$ cat config.mk
export PLATFORM = sky130hd
export DESIGN_NAME = switch_debouncer
export DESIGN_NICKNAME = d
export VERILOG_FILES = /design/src/rtl/switch_debouncer.sv
export SDC_FILE = /design/constraint.sdc
export NUM_CORES = 1
export LEC_CHECK = 0
export BUFFER_PORTS_ARGS = -buffer_cell sky130_fd_sc_hd__buf_2
export CORE_MARGIN = 3
export CORE_UTILIZATION = 57
export CTS_BUF_LIST = sky130_fd_sc_hd__clkbuf_16
export DETAILED_ROUTE_END_ITERATION = 8
export GPL_TIMING_DRIVEN = 0
export HOLD_SLACK_MARGIN = 0.15
export PLACE_DENSITY_LB_ADDON = 0.25
export SYNTH_ARGS = -nofsm -noshare
export SYNTH_HDL_FRONTEND = slang
export SYNTH_SLANG_ARGS = --single-unit
$ cat constraint.sdc
create_clock -name clk -period 3.3 [get_ports clk]
set_input_delay 0.165 -clock clk [delete_from_list [all_inputs] [get_ports clk]]
set_output_delay 0.165 -clock clk [all_outputs]
set_load 0.05 [all_outputs]
$ cat src/rtl/switch_debouncer.sv
// Two-flop synchroniser plus tick-sampled debounce for the board switches.
// Produces the clean switch bus and one-cycle rise/fall pulses per bit.
module switch_debouncer #(
  parameter int WIDTH        = 16,
  parameter int TICK_DIV     = 1000,
  parameter int STABLE_TICKS = 4,
  parameter int SYNC_STAGES  = 2
) (
  input  logic             clk,
  input  logic             rst_n,
  input  logic [WIDTH-1:0] sw_raw,
  output logic [WIDTH-1:0] sw_clean,
  output logic [WIDTH-1:0] sw_rise,
  output logic [WIDTH-1:0] sw_fall,
  output logic             tick
);

  localparam int DW = (TICK_DIV > 1) ? $clog2(TICK_DIV) : 1;
  localparam int CW = $clog2(STABLE_TICKS + 1);
  localparam logic [DW-1:0] DIV_LAST = DW'(TICK_DIV - 1);
  localparam logic [CW-1:0] CNT_LAST = CW'(STABLE_TICKS - 1);

  logic [WIDTH-1:0] sync_q [SYNC_STAGES];
  logic [WIDTH-1:0] sync;
  logic [DW-1:0]    div_cnt;
  logic [CW-1:0]    cnt [WIDTH];

  always_ff @(posedge clk) begin
    if (!rst_n) begin
      for (int s = 0; s < SYNC_STAGES; s++) sync_q[s] <= '0;
    end else begin
      sync_q[0] <= sw_raw;
      for (int s = 1; s < SYNC_STAGES; s++) sync_q[s] <= sync_q[s-1];
    end
  end

  assign sync = sync_q[SYNC_STAGES-1];

  always_ff @(posedge clk) begin
    if (!rst_n) begin
      div_cnt <= '0;
      tick    <= 1'b0;
    end else begin
      tick    <= (div_cnt == DIV_LAST);
      div_cnt <= (div_cnt == DIV_LAST) ? '0 : div_cnt + 1'b1;
    end
  end

  // A bit flips only after STABLE_TICKS consecutive disagreeing samples;
  // any agreeing sample in between restarts its count.
  always_ff @(posedge clk) begin
    if (!rst_n) begin
      sw_clean <= '0;
      sw_rise  <= '0;
      sw_fall  <= '0;
      for (int i = 0; i < WIDTH; i++) cnt[i] <= '0;
    end else begin
      sw_rise <= '0;
      sw_fall <= '0;
      if (tick) begin
        for (int i = 0; i < WIDTH; i++) begin
          if (sync[i] == sw_clean[i]) begin
            cnt[i] <= '0;
          end else if (cnt[i] == CNT_LAST) begin
            sw_clean[i] <= sync[i];
            sw_rise[i]  <= sync[i];
            sw_fall[i]  <= ~sync[i];
            cnt[i]      <= '0;
          end else begin
            cnt[i] <= cnt[i] + 1'b1;
          end
        end
      end
    end
  end

endmodule

==> results.toml <==
[sta]
slew_violations = 0
finalHoldViolCount = 0
clock_skew_ns = 0.00645
setup_viol = 0
fin_crit_ns = 2.26
max_slew_margin = 0.545
worst_pin_slew_ns = 0.682
rsz0062_at_grt = "false"
fmax_mhz = 443
min_period_over_period = 0.685
timing.setup.tns_ns = 0

[setup_path]
criticalPathCategory = "flip-flop to flip-flop"
critPathMaxFanout = 31
crit_arrival_ns = 2.36
setup.worst_path.start_class = "flip-flop"
required_ns = 3.40
cp-end-kind = "flip-flop"

[pwr]
leakagePower_nw = 2.73
p_per_area_mw_per_mm2 = 606
ir_worst_vdd_uv = 413
power.total_w = 0.00400

[route]
postRouteWirelength_mm = 10.5
via_per_inst = 5.19
wl_per_cell_um = 14.8
drt-pass1-iter-count = 5
drtAntennaViolNets = 0
num_vias = 3686
route.detailed.drc = 0
drt_iter0_markers = 118

[yosys]
async_flop_share = 0
ys_warn_count = 0
post-synth-top-count-cell = "dfxtp_1"
yosysTopAreaCell = "dfxtp_1"
syn_area_per_cell_sq_um = 10.9
postSynthCellCount = 487
synth_flop_cell = "dfxtp_1"
synth_seq_cells = 139
synth_top_area_share = 0.342
syn-num-nets = 538
synth_edf_count = 48
syn-cell-area_sq_mm = 0.00532
seq_area_frac_synth = 0.613
ys_top_cells_by_count = "91 x dfxtp_1, 53 x nor2_1, 52 x nand2_1"
synth_area_leaders = "dfxtp_1 34%, edfxtp_1 27%, ha_1 7.8%, nor3b_1 4.5%, and2_1 3.9%"
yosysUniqueCellTypes = 29

[final_layout]
insertedDiodeCount = 0
area_delta_synth_final_pct = 24.1
layout-drive-gt1-share = 0.168
n_fill_cell = 603
nNetsFinal = 640

[cts]
post_cts_buffers = 0
cts_resized = 0
cts_sinks = 139
cts_made_buffers = 17
cts_hold_buf = 16
cts.htree.levels = 4
root_buffer = "clkbuf_16"
clkLatencyLatePin_ns = 0.41
cts_tree = "yes"
clk_pin_slew_ns = 0.06
clock_path_buffers = 2

[placed_design]
io_buffers = 66
dp_hpwl_mm = 6.87
place_congestion = 0.752

[min_path]
min_path_type = "primary input to flip-flop"

[global_route]
grt-ovfl-total = 0
grt_usage = 0.210
grt_pass1_vias = 3623
grt_pass1_wl_mm = 16.9
grt_max_degree = 32
antenna_found_initial = 0

[floorplanning]
ios = 67
initial_core_util = 0.599
dieArea_sq_mm = 0.0105
rows = 34
coreArea_sq_mm = 0.00889
die_w_um = 103
die_y_um = 103

[status]
status = "completed"

[run]
cap_violations = 0
-- layout by cell type, fill, tap and decap left out, types with 5 or more instances in the layout --
cell type,Yosys,final
xnor2_1,17,17
buf_2,1,67
dfxtp_1,91,91
or3_1,19,19
bufinv_16,0,5
clkbuf_16,0,17
and2_1,33,33
nand3_1,20,20
nand2_1,52,52
ha_1,33,33
a21oi_1,18,18
nor2_1,53,53
dlygate4sd3_1,0,16
clkbuf_1,10,10
nor3b_1,32,32
inv_1,37,39
edfxtp_1,48,48
-- state kept, by name (all words and copies together), names as in the netlist --
| name | cells |
|---|---|
| sw_rise | 16 |
| cnt | 48 |
| div_cnt | 10 |
| sw_fall | 16 |
| sw_clean | 16 |
| tick | 1 |
| sync_q | 32 |
-- routing by layer --
layer  up-vias  GRT usage  share of wire
li1       1839          -              -
met1      1779      0.260           0.44
met2        59      0.358           0.52
met3         9     0.0541          0.033
met4         0     0.0666         0.0089
met5         -          0              0
-- worst max-delay path: stages, from the launching register on --
cell	delay, ns
dfxtp_1	0.33
buf_2	0.23
clkbuf_1	0.52
nand2b_2	0.58
buf_12	0.28
-- metrics by stage --
step,std cells,util,setup WS (ns),cell area [sq um],hold WS (ns)
after floorplan,487,-,0.506,5320,0.292
after global routing,710,0.742,0.915,6600,0.207
after global placement,661,0.651,0.0865,5790,0.371
final,710,0.742,1.04,6600,0.163
after detailed placement,662,0.653,1.03,5810,0.375
after CTS,710,0.742,1.02,6600,0.157
-- logic make-up after synthesis --
kind of cell / Yosys count / share of synthesized area
DFF: 139 / 0.613
and+or+nand+nor: 219 / 0.213
buffers and inverters: 50 / 0.0364
xor gates and xnor gates: 19 / 0.0313
adders and majority gates: 33 / 0.0776
AOI/OAI and AO/OA: 27 / 0.0282
-- path summary, 6_finish.rpt --
kind	start	to	slack (ns)	cells past startpoint
max	tick	cnt[1][5]	1.04	4
min	rst_n	div_cnt[7]	0.16	4
max reg2reg	tick	cnt[1][5]	1.04	4
min reg2reg	sync_q[0][5]	sync_q[0][21]	0.43	1
-- layout make-up --
type	instances	area [sq um]	share of cell area
plain buffers	13	55.1	0.00834
clock buffers	17	425	0.0644
clock inverters	15	206	0.0313
inverters	37	139	0.0210
multi-input cells	298	1870	0.283
flip-flops and latches	139	3260	0.494
well taps	108	135	0.0205
repair buffers	83	510	0.0773
-- where the power goes --
group	switching, W	total [W]	internal (W)	leakage (nW)
Sequential	0.0000292	0.00185	0.00182	1.22
Combinational	0.0000677	0.000132	0.0000638	1.21
Clock	0.000694	0.00202	0.00133	0.307
No activity file was read; power rests on OpenSTA's default activity.
